--- config.mk ---
export PLATFORM = sky130hd
export DESIGN_NAME = muldiv_unit
export DESIGN_NICKNAME = d
export VERILOG_FILES = /design/src/rtl/muldiv_unit.sv
export SDC_FILE = /design/constraint.sdc
export NUM_CORES = 1
export LEC_CHECK = 0
export BUFFER_PORTS_ARGS = -buffer_cell sky130_fd_sc_hd__buf_2
export CORE_AREA = 2 2 189 191
export CTS_CLUSTER_DIAMETER = 200
export CTS_CLUSTER_SIZE = 10
export DETAILED_ROUTE_END_ITERATION = 8
export DIE_AREA = 0 0 191 193
export PLACE_DENSITY = 0.73
export SYNTH_ARGS = -nofsm -noshare
export SYNTH_HDL_FRONTEND = slang
export SYNTH_SLANG_ARGS = --single-unit
--- constraint.sdc ---
create_clock -name clk_i -period 5.45 [get_ports clk_i]
set_clock_uncertainty 0.2 [all_clocks]
set_input_delay 1.09 -clock clk_i [delete_from_list [all_inputs] [get_ports clk_i]]
set_output_delay 1.09 -clock clk_i [all_outputs]
set_load 0.05 [all_outputs]
--- src/rtl/muldiv_unit.sv ---
`default_nettype none
// ======================================================================
// muldiv_unit - iterative radix-2 multiply / restoring divide with HI/LO
// Rev 1.0
// ======================================================================
module muldiv_unit #(
  parameter int WIDTH = 32,
  parameter int CNT_W = $clog2(WIDTH) + 1
) (
  input  logic             clk_i,
  input  logic             rst_ni,
  input  logic             start_i,
  input  logic [2:0]       op_i,
  input  logic [WIDTH-1:0] a_i,
  input  logic [WIDTH-1:0] b_i,
  input  logic             abort_i,
  input  logic             hilo_read_i,
  output logic             busy_o,
  output logic             done_o,
  output logic             stall_o,
  output logic [WIDTH-1:0] hi_o,
  output logic [WIDTH-1:0] lo_o
);

  localparam logic [1:0] S_IDLE = 2'd0;
  localparam logic [1:0] S_CALC = 2'd1;
  localparam logic [1:0] S_FIX  = 2'd2;

  localparam logic [2:0] OP_MTHI = 3'b100;
  localparam logic [2:0] OP_MTLO = 3'b101;

  logic [1:0]         state_q, state_d;
  logic [CNT_W-1:0]   cnt_q, cnt_d;
  logic [2*WIDTH-1:0] acc_q, acc_d;
  logic [WIDTH-1:0]   opnd_q, opnd_d;
  logic [WIDTH-1:0]   araw_q, araw_d;
  logic [WIDTH-1:0]   hi_q, hi_d;
  logic [WIDTH-1:0]   lo_q, lo_d;
  logic               is_div_q, is_div_d;
  logic               neg_q, neg_d;
  logic               rem_neg_q, rem_neg_d;
  logic               dvz_q, dvz_d;
  logic               done_q, done_d;

  logic               w_start_ok;
  logic               w_sa, w_sb;
  logic [WIDTH-1:0]   w_mag_a, w_mag_b;
  logic [WIDTH:0]     w_mul_sum;
  logic [2*WIDTH-1:0] w_mul_acc;
  logic [WIDTH:0]     w_rem_sh, w_diff;
  logic [2*WIDTH-1:0] w_div_acc;
  logic [2*WIDTH-1:0] w_prod;
  logic [WIDTH-1:0]   w_quo, w_rem;

  assign w_start_ok = start_i & ~abort_i;
  assign w_sa       = ~op_i[0] & a_i[WIDTH-1];
  assign w_sb       = ~op_i[0] & b_i[WIDTH-1];
  assign w_mag_a    = w_sa ? -a_i : a_i;
  assign w_mag_b    = w_sb ? -b_i : b_i;

  // Multiply: low half holds the multiplier, shifted out LSB first.
  assign w_mul_sum = {1'b0, acc_q[2*WIDTH-1:WIDTH]} + {1'b0, (acc_q[0] ? opnd_q : '0)};
  assign w_mul_acc = {w_mul_sum, acc_q[WIDTH-1:1]};

  // Divide: {remainder, dividend/quotient}; a borrow in bit WIDTH means restore.
  assign w_rem_sh  = acc_q[2*WIDTH-1:WIDTH-1];
  assign w_diff    = w_rem_sh - {1'b0, opnd_q};
  assign w_div_acc = w_diff[WIDTH] ? {w_rem_sh[WIDTH-1:0], acc_q[WIDTH-2:0], 1'b0}
                                   : {w_diff[WIDTH-1:0],   acc_q[WIDTH-2:0], 1'b1};

  assign w_prod = neg_q     ? -acc_q                  : acc_q;
  assign w_quo  = neg_q     ? -acc_q[WIDTH-1:0]       : acc_q[WIDTH-1:0];
  assign w_rem  = rem_neg_q ? -acc_q[2*WIDTH-1:WIDTH] : acc_q[2*WIDTH-1:WIDTH];

  always_ff @(posedge clk_i or negedge rst_ni) begin
    if (!rst_ni) state_q <= S_IDLE;
    else         state_q <= state_d;
  end

  always_comb begin
    state_d = state_q;
    case (state_q)
      S_IDLE: if (w_start_ok && !op_i[2]) state_d = S_CALC;
      S_CALC: begin
        if (abort_i)                         state_d = S_IDLE;
        else if (cnt_q == CNT_W'(1))         state_d = S_FIX;
      end
      S_FIX:   state_d = S_IDLE;
      default: state_d = S_IDLE;
    endcase
  end

  always_comb begin
    busy_o  = (state_q != S_IDLE);
    stall_o = busy_o & (hilo_read_i | start_i);
    done_o  = done_q;
    hi_o    = hi_q;
    lo_o    = lo_q;
  end

  always_comb begin
    cnt_d     = cnt_q;
    acc_d     = acc_q;
    opnd_d    = opnd_q;
    araw_d    = araw_q;
    hi_d      = hi_q;
    lo_d      = lo_q;
    is_div_d  = is_div_q;
    neg_d     = neg_q;
    rem_neg_d = rem_neg_q;
    dvz_d     = dvz_q;
    done_d    = 1'b0;
    case (state_q)
      S_IDLE: begin
        if (w_start_ok && !op_i[2]) begin
          is_div_d  = op_i[1];
          neg_d     = w_sa ^ w_sb;
          rem_neg_d = w_sa;
          dvz_d     = op_i[1] & (b_i == '0);
          araw_d    = a_i;
          cnt_d     = CNT_W'(WIDTH);
          acc_d     = {{WIDTH{1'b0}}, (op_i[1] ? w_mag_a : w_mag_b)};
          opnd_d    = op_i[1] ? w_mag_b : w_mag_a;
        end else if (w_start_ok && op_i == OP_MTHI) begin
          hi_d = a_i;
        end else if (w_start_ok && op_i == OP_MTLO) begin
          lo_d = a_i;
        end
      end
      S_CALC: begin
        if (!abort_i) begin
          cnt_d = cnt_q - CNT_W'(1);
          acc_d = is_div_q ? w_div_acc : w_mul_acc;
        end
      end
      S_FIX: begin
        if (!abort_i) begin
          done_d = 1'b1;
          if (!is_div_q) begin
            hi_d = w_prod[2*WIDTH-1:WIDTH];
            lo_d = w_prod[WIDTH-1:0];
          end else if (dvz_q) begin
            hi_d = araw_q;
            lo_d = '1;
          end else begin
            hi_d = w_rem;
            lo_d = w_quo;
          end
        end
      end
      default: ;
    endcase
  end

  always_ff @(posedge clk_i or negedge rst_ni) begin
    if (!rst_ni) begin
      cnt_q     <= '0;
      acc_q     <= '0;
      opnd_q    <= '0;
      araw_q    <= '0;
      hi_q      <= '0;
      lo_q      <= '0;
      is_div_q  <= 1'b0;
      neg_q     <= 1'b0;
      rem_neg_q <= 1'b0;
      dvz_q     <= 1'b0;
      done_q    <= 1'b0;
    end else begin
      cnt_q     <= cnt_d;
      acc_q     <= acc_d;
      opnd_q    <= opnd_d;
      araw_q    <= araw_d;
      hi_q      <= hi_d;
      lo_q      <= lo_d;
      is_div_q  <= is_div_d;
      neg_q     <= neg_d;
      rem_neg_q <= rem_neg_d;
      dvz_q     <= dvz_d;
      done_q    <= done_d;
    end
  end

endmodule
`default_nettype wire

; Yosys cells after proc, flatten, opt, wreduce, memory -nomap -nowiden
; Index checks and enable logic that the tools add are counted.
[totals]
reg_bits = 205
[classes]
eq_ne = 13
n_reduce_logical = 14
bitwise = 9
n_addsub = 8
n_mux = 35
[op_table]
columns = operator, n
row1 = $mux 32, 18
row2 = $mux 64, 5
row3 = $neg 32->32, 4
row4 = $pmux 32 s2, 2
row5 = $pmux 64 s2, 1
row6 = $neg 64->64, 1
row7 = $add 32x32->33, 1
row8 = $sub 33x32->33, 1
row9 = $logic_not 32->1, 1
row10 = $ne 2x2->1 const B, 7
row11 = $mux 6, 2
row12 = $pmux 6 s2, 1
row13 = $eq 3x3->1 const B, 2
row14 = $eq 6x1->1 const B, 1
row15 = $mux 2, 3
row16 = $reduce_bool 2->1, 3
row17 = $sub 6x1->6 const B, 1
row18 = $and 1x1->1, 5
row19 = $reduce_and 5->1, 1
row20 = $pmux 2 s2, 1
row21 = $reduce_and 2->1, 2
row22 = $reduce_and 4->1, 1
row23 = $logic_and 1x1->1, 3
row24 = $ne 3x3->1 const B, 1
row25 = other kinds (9), 11

; Longest topological paths before layout
; Gate-level depths: netlist (run 1).
[logic_depth]
ltp_word = 7
mapped_depth = 14
mapped_depth_nobuf = 13

; Worst setup path after synthesis (run 1)
; Ideal clock, no wire load.
[synth_timing]
kind = input to register
startpoint = input a_i[15]
endpoint = register acc_q[28]
required_ns = 5.124
t_arrival_ns = 3.336
setup_slack_ns = 1.788
path_buffers = 1
setup_time_ns = 0.126
path_stages = 10
cell_sequence = clkbuf_1 > or4_1 > or3_1 > or3_1 > o21ai_2 > o21ai_1 > xor2_1 > nand2_1 > o21ai_0 > a221o_1
[synth_via]
elab_chain_len = 5
[synth_lines]
columns = element, line
row1 = "start, declared", 14  ; input logic [WIDTH-1:0] a_i,
row2 = $neg 32->32, 58  ; assign w_mag_a = w_sa ? -a_i : a_i;
row3 = $mux 32, 58
row4 = $mux 32, 122  ; acc_d = {{WIDTH{1'b0}}, (op_i[1] ? w_mag_a : w_mag_b)};
row5 = $mux 64, 115  ; if (w_start_ok && !op_i[2]) begin
row6 = $pmux 64 s2, 113  ; case (state_q)
row7 = "end signal, assigned", 158  ; acc_q <= '0;
row8 = "end signal, assigned", 170  ; acc_q <= acc_d;
row9 = "end, declared", 34  ; logic [2*WIDTH-1:0] acc_q, acc_d;
; Every way passes these cells. The select of a mux whose other input is x is not followed.
; A chain may end at the register's enable or synchronous reset.

; Worst setup path in the final report (run 1)
[layout_timing]
startpoint = register acc_q[0]
endpoint = register hi_q[14], in the netlist hi_o[14]
[layout_via]
elab_chain_len = 5
[layout_lines]
columns = element, line
row1 = $neg 64->64, 71  ; assign w_prod = neg_q ? -acc_q : acc_q;
row2 = $mux 64, 71
row3 = $mux 32, 139  ; if (!is_div_q) begin
row4 = $mux 32, 137  ; if (!abort_i) begin
row5 = $pmux 32 s2, 113
row6 = "end signal, assigned", 173  ; hi_q <= hi_d;
row7 = "end, declared", 37  ; logic [WIDTH-1:0] hi_q, hi_d;
; Every way passes these cells. The select of a mux whose other input is x is not followed.

==> results of run 1 <==
cell usage in the layout (no fill, tap or decap), types with 25 or more instances in the layout:
cell type,instances
nand3_1,39
xnor2_1,129
inv_1,71
nor3_1,44
xor2_1,50
buf_2,137
o211ai_1,32
mux2i_1,61
a211oi_1,28
dfrtp_1,204
ha_1,70
o31ai_1,28
buf_4,34
nand2b_1,25
a21o_1,31
nor2_1,209
o21ai_0,225
nand2_1,312
o22ai_1,39
clkbuf_16,25
a21oi_1,189
synthesized netlist by cell type (all sizes together), types with 45 or more instances:
cell	count	share of area, %
a21oi	189	5.5
clkbuf	141	3.1
dfrtp	205	30
ha	70	5.1
inv	71	1.6
mux2i	61	3.6
nand2	312	6.8
nor2	212	4.7
nor3	45	1.3
o21ai	232	6.8
xnor2	129	6.6
xor2	50	2.6
power breakdown:
group | switching [mW] | leakage, nW | internal (mW)
clock | 0.652 | 0.309 | 0.804
sequential | 0.722 | 2.55 | 1.99
combinational | 3.93 | 5.42 | 2.28
total | 5.31 | 8.28 | 5.08
critical path: cells and delay by family, from the launching register on:
family,cells,cell delay (ns)
adders and majority gates,1,0.38
and+or+nand+nor,6,1.61
DFF,1,0.46
buffers and inverters,2,0.84
AOI/OAI and AO/OA,3,0.82
path summary, 6_finish.rpt:
check,endpoint,slack (ns)
max reg2reg,hi_o[14],1.01
min reg2reg,araw_q[4],0.27
max in group asynchronous,acc_q[48],3.54
min in group asynchronous,lo_o[10],0.43
max,hi_o[14],1.01
min,araw_q[4],0.27
through the flow:
| step | total power [mW] | setup slack [ns] | hold WS (ns) | utilization [%] |
|---|---|---|---|---|
| finish | 10.4 | 1.01 | 0.271 | 53.6 |
| global route | 11.0 | 0.881 | 0.290 | 53.6 |
| floorplan | 7.07 | 1.79 | 0.240 | - |
| CTS | 10.2 | 1.15 | 0.271 | 53.6 |
| detailed placement | 8.78 | 1.14 | 0.257 | 51.8 |
| global placement | 8.67 | 1.21 | 0.252 | 51.8 |
per-layer routing:
metal | vias to the layer above | global-route usage [%]
met5 | - | 0
met4 | 0 | 16.3
met3 | 222 | 6.50
met2 | 878 | 52.3
met1 | 8379 | 43.2
li1 | 8083 | -
logic make-up (layout without fill, tap and decap cells):
logic type / Yosys count / after routing / synth area share [%]
simple gates: 761 / 761 / 20.1
mux: 72 / 72 / 4.28
compound gates: 720 / 720 / 25.9
xor+xnor: 179 / 179 / 9.14
buf+inv: 236 / 273 / 5.35
flops: 205 / 205 / 29.9
fa+ha+maj: 72 / 72 / 5.34
registers in the layout (all words and copies together) (netlist names):
name,cells
hi_o,32
cnt_q,6
state_q,2
rem_neg_q,1
araw_q,32
done_o,1
opnd_q,32
acc_q,64
lo_o,32
dvz_q,1
neg_q,1
is_div_q,1
cell type report:
cell class              count  area [sq um]
clock buffers              26           629
clock inverters             1          7.51
fillers                  3398         16200
inverters                  72           270
multi-input cells        1804         11100
flip-flops and latches    205          5130
well taps                 461           577
repair buffers            174           995
==> flow_summary.ini, run 1 <==
[detailed_routing]
top_layer = met4
dr.pass1.iters = 7
wl_met3_um = 5820
wl_um = 61900
via_count = 17600
drtAntennaViolNets = 0
post-route-drc-count = 0
detail_route.iter0.violations = 1992
wl_met2_um = 27800
avgRoutedWirePerCell_um = 22.6
viasPerCell = 6.40
drt-met1-wl_um = 24900

[min_path]
hold_class = flop to flop
min_from = araw_q[4]
worstHoldPathCells = 2

[logic_synthesis]
synthArstFlopShare_pct = 100
mappedNetlistNets = 2389
yosysUniqueCellTypes = 81
synth_seq_cells = 205
ys.flop_type = dfrtp_1
syn_area_sq_mm = 0.0171
synth_edf_count = 0
seq_area_frac_synth_pct = 29.9
yosysWarnings = 0
syn_area_per_cell_sq_um = 7.64
syn_inst = 2245

[timing]
tightest_slew_ns = 1.12
maxSlewHeadroom_pct = 25.0
clock.fmax_mhz = 225
drv_slew = 0
setup_tns_ns = 0
finalSetupViolations = 0
hold_viol = 0
fin_crit_ns = 4.44
rsz0062_at_grt = no
timing.final.crit_share_pct = 81.5

[critical_path]
crit_arrival_ns = 4.65
crit_required_ns = 5.66
slowest_delay_ns = 0.62
slowest_stage = inv_1
cp_max_fo = 22
cpMostUsedCell = nand3_1
crit_type = flop to flop
cp-end-kind = flop
critPathLaunch = acc_q[0]
start_kind = flop
path_cells = inv_1 > ha_1 > nand2b_1 > nor3_1 > nand3_1 > buf_4 > nor2_1 > nand3_1 > nand2_1 > a21oi_1 > a2111oi_0 > o21ai_0
r2r_cells = 12
r2r-start = acc_q[0]

[power]
ir_drop_v = 0.000312
p_leak_nw = 8.28
powerDensity_mw_per_mm2 = 554

[placement]
place_hpwl_um = 46300
gp_congestion = 0.993
placed_area_sq_mm = 0.0181
dp.cells = 2716
port_buffers = 138

[floorplan]
start_util_pct = 49.0
core_sq_mm = 0.0350
io_pins = 139
fp.dieH_um = 193
core.rowCount = 69
die_x_um = 191
die_area_sq_mm = 0.0369

[clock_network]
cts_tree = done
post_cts_resized = 0
cts_hold_buffers = 0
htreeDepth = 1
cts_made_buffers = 24
clock_path_buffers = 3
cts_setup_buffers = 0
clk_pin_slew_ns = 0.06
clock_latency_ns = 0.56
clock_sinks = 205
cts-root-buf = clkbuf_16

[grt]
grt_pass1_wl_um = 94500
grt_remaining_overflow = 0
antenna_found_initial = 0
grt_max_degree = 106
grt_use_total_pct = 33.0
grt_pass1_vias = 16400

[layout]
n_antenna_cell = 0
final_area_sq_mm = 0.0187
syn_to_final_growth_pct = 9.31
fin_cells = 2743
final_net_count = 2425
drive_above_1_share_pct = 10.6

[job]
cap_violations = 0

[outcome]
status = finished clean
No activity file was read; power rests on OpenSTA's default activity.
==> inputs of run 2 (changes only) <==
- ABC_AREA: default -> 1
- CORE_AREA: 2 2 189 191 -> 2 2 207 209
- DIE_AREA: 0 0 191 193 -> 0 0 209 211
- PLACE_DENSITY: 0.73 -> 0.72
- clock period: 5.45 -> 4.6 ns (I/O delays scaled with it)
==> run 2 against run 1 <==
Cell count grew 53%. Utilization about the same. Clock power up 20%. Global-route usage grew 8.4 points. Highest routed layer is now met5. Via count up 42%. Worst setup slack better by 0.17 ns. Worst hold slack lost 0.094 ns.
==> flow_summary.ini, run 2 <==
[timing]
maxSlewHeadroom_pct = 23.9
layout_setup_ws_ns = 1.18
setup_tns_ns = 0
hold_viol = 0
timing.final.crit_share_pct = 74.4
clock.fmax_mhz = 292
tightest_slew_ns = 1.14
fin_crit_ns = 3.42
drv_slew = 0
rsz0062_at_grt = no
finalSetupViolations = 0

[logic_synthesis]
synth_edf_count = 0
seq_area_frac_synth_pct = 24.8
ys_top_cells_by_area = dfrtp_1 (25%), nand2_1 (21%), nor2_1 (9.8%), inv_1 (7.7%), nand3_1 (6.2%)
synth_top_area_share_pct = 24.8
syn_area_sq_mm = 0.0207
synth_seq_cells = 205
synthDominantAreaCellType = dfrtp_1
synthMostInstantiatedCell = nand2_1
syn_area_per_cell_sq_um = 5.76
ys.flop_type = dfrtp_1
yosysWarnings = 0
syn_inst = 3596
synthArstFlopShare_pct = 100
mappedNetlistNets = 3740
yosysUniqueCellTypes = 50
synth_top_cells_by_count = nand2_1 (1,169), nor2_1 (540), inv_1 (425)

[clock_network]
cts_tree = done
htreeDepth = 1
clock_latency_ns = 0.57
cts-root-buf = clkbuf_16
clock_sinks = 205
clk_pin_slew_ns = 0.07
cts_setup_buffers = 0
post_cts_resized = 0
cts_hold_buffers = 0
cts_made_buffers = 24
clock_path_buffers = 3

[detailed_routing]
viasPerCell = 5.94
post-route-drc-count = 0
drt-met1-wl_um = 37100
top_layer = met5
wl_met2_um = 37900
avgRoutedWirePerCell_um = 22.2
dr.pass1.iters = 7
wl_um = 93100
via_count = 25000
detail_route.iter0.violations = 3654
wl_met3_um = 12300
drtAntennaViolNets = 0

[power]
powerDensity_mw_per_mm2 = 649
p_comb_share_pct = 64.3
power_frac_clock_pct = 12.0
internal-power_mw = 5.95
p_leak_nw = 11.8
ir_drop_v = 0.000362
swShare_pct = 59.0
seq_power_share_pct = 23.7
p_sw_mw = 8.56

[placement]
post-place-ws_ns = 1.23
gp_congestion = 1.13
dp.cells = 4169
placed_area_sq_mm = 0.0217
place_hpwl_um = 73200
port_buffers = 138

[layout]
fin_cells = 4198
drive_above_1_share_pct = 7.57
final_cell_mix = nand2_1 (1,169), nor2_1 (538), inv_1 (424)
final_net_count = 3800
syn_to_final_growth_pct = 8.07
largest_reg_flops = 64
final_area_sq_mm = 0.0224
regMostFlops = acc_q
nFillCells = 4452
final_common_cell = nand2_1

[critical_path]
crit_required_ns = 4.85
slowest_delay_ns = 0.62
crit_type = flop to flop
path_cells = inv_1 > fa_1 > nor2_1 > o21ai_1 > nand2_2 > nand2_1 > nand2_2 > nand2_2 > nand3_1 > nand2_4 > nand2_1 > nand3_1 > nand2_1 > nand2_1
cp_max_fo = 33
crit_arrival_ns = 3.67
cpMostUsedCell = nand2_1
cp-end-kind = flop
slowest_stage = fa_1
start_kind = flop

[grt]
grt_pass1_wl_um = 138000
antenna_found_initial = 4
grt_remaining_overflow = 0
grt_max_degree = 105
grt_pass1_vias = 22400
grt_use_total_pct = 41.5

[floorplan]
core.rowCount = 75
start_util_pct = 49.6
core_sq_mm = 0.0418
io_pins = 139
die_x_um = 209
fp.dieH_um = 211
die_area_sq_mm = 0.0441

[outcome]
status = finished clean

[min_path]
hold_class = input port to asynchronous set/reset pin

[job]
cap_violations = 0
[run 2: cell count changes after synthesis, sizes merged, moves of 26 or more]
| cell | delta |
|---|---|
| xnor2 | -112 |
| a21o | -30 |
| o31ai | -26 |
| nand2 | +879 |
| nor2 | +347 |
| mux2i | -61 |
| a211oi | -28 |
| clkbuf | -67 |
| inv | +373 |
| nand3 | +218 |
| o22ai | -37 |
| buf | +40 |
[run 2: layout make-up]
type / count / area, sq um / area share [%]
Clock inverter: 2 / 23.8 / 0.106
Timing Repair Buffer: 171 / 961 / 4.29
Inverter: 446 / 1680 / 7.49
Antenna cell: 1 / 2.50 / 0.0112
Clock buffer: 26 / 608 / 2.72
Tap cell: 539 / 674 / 3.01
Multi-Input combinational cell: 2808 / 13300 / 59.4
Sequential cell: 205 / 5130 / 22.9
[run 2: critical path: cells and delay by family (launching register included)]
kind            cells  cell delay [ns]
compound gates      1             0.09
buf+inv             1             0.25
fa+ha+maj           1             0.62
flops               1             0.59
simple gates       11             1.55
[run 2: power groups by stage]
| stage | Clock [mW] | Sequential, mW | Combinational, mW |
|---|---|---|---|
| after floorplan | 0 | 3.34 | 6.06 |
| after global placement | 0 | 3.38 | 8.95 |
| after detailed placement | 0 | 3.37 | 8.94 |
| after CTS | 1.73 | 3.35 | 9.00 |
| after global routing | 1.79 | 3.43 | 10.1 |
| final | 1.75 | 3.44 | 9.33 |
[run 2: metrics by stage]
| stage | power, mW | hold slack, ns | util (%) |
|---|---|---|---|
| CTS | 14.1 | 0.258 | 53.6 |
| floorplan | 9.40 | 0.233 | - |
| global placement | 12.3 | 0.260 | 52.1 |
| global route | 15.4 | 0.273 | 53.6 |
| detailed placement | 12.3 | 0.261 | 52.1 |
| finish | 14.5 | 0.177 | 53.6 |
[run 2: worst paths after layout]
kind | slack [ns] | endpoint | start | cells past startpoint
worst max-delay path | 1.18 | acc_q[63] | acc_q[32] | 14
worst min-delay path | 0.18 | hi_o[30] | rst_ni | 1
worst max register to register | 1.18 | acc_q[63] | acc_q[32] | 14
worst min register to register | 0.27 | lo_o[18] | lo_o[18] | 2
max in group asynchronous | 3.00 | opnd_q[11] | rst_ni | 2
min in group clk_i | 0.27 | lo_o[18] | lo_o[18] | 2
[run 2: logic make-up (layout without fill, tap and decap cells)]
logic type      after synthesis  after routing  synth area share [%]
fa+ha+maj                    72             72                  4.42
compound gates              570            570                  15.5
buf+inv                     583            645                  11.1
xor+xnor                     72             72                  3.05
other cells                   0              1                     0
simple gates               2094           2094                  41.2
flops                       205            205                  24.8
[run 2: per-layer routing]
metal | track usage (%) | up-vias
met3 | 9.92 | 317
met5 | 0 | -
met2 | 60.6 | 1652
met1 | 57.0 | 11400
li1 | - | 11600
met4 | 21.2 | 4
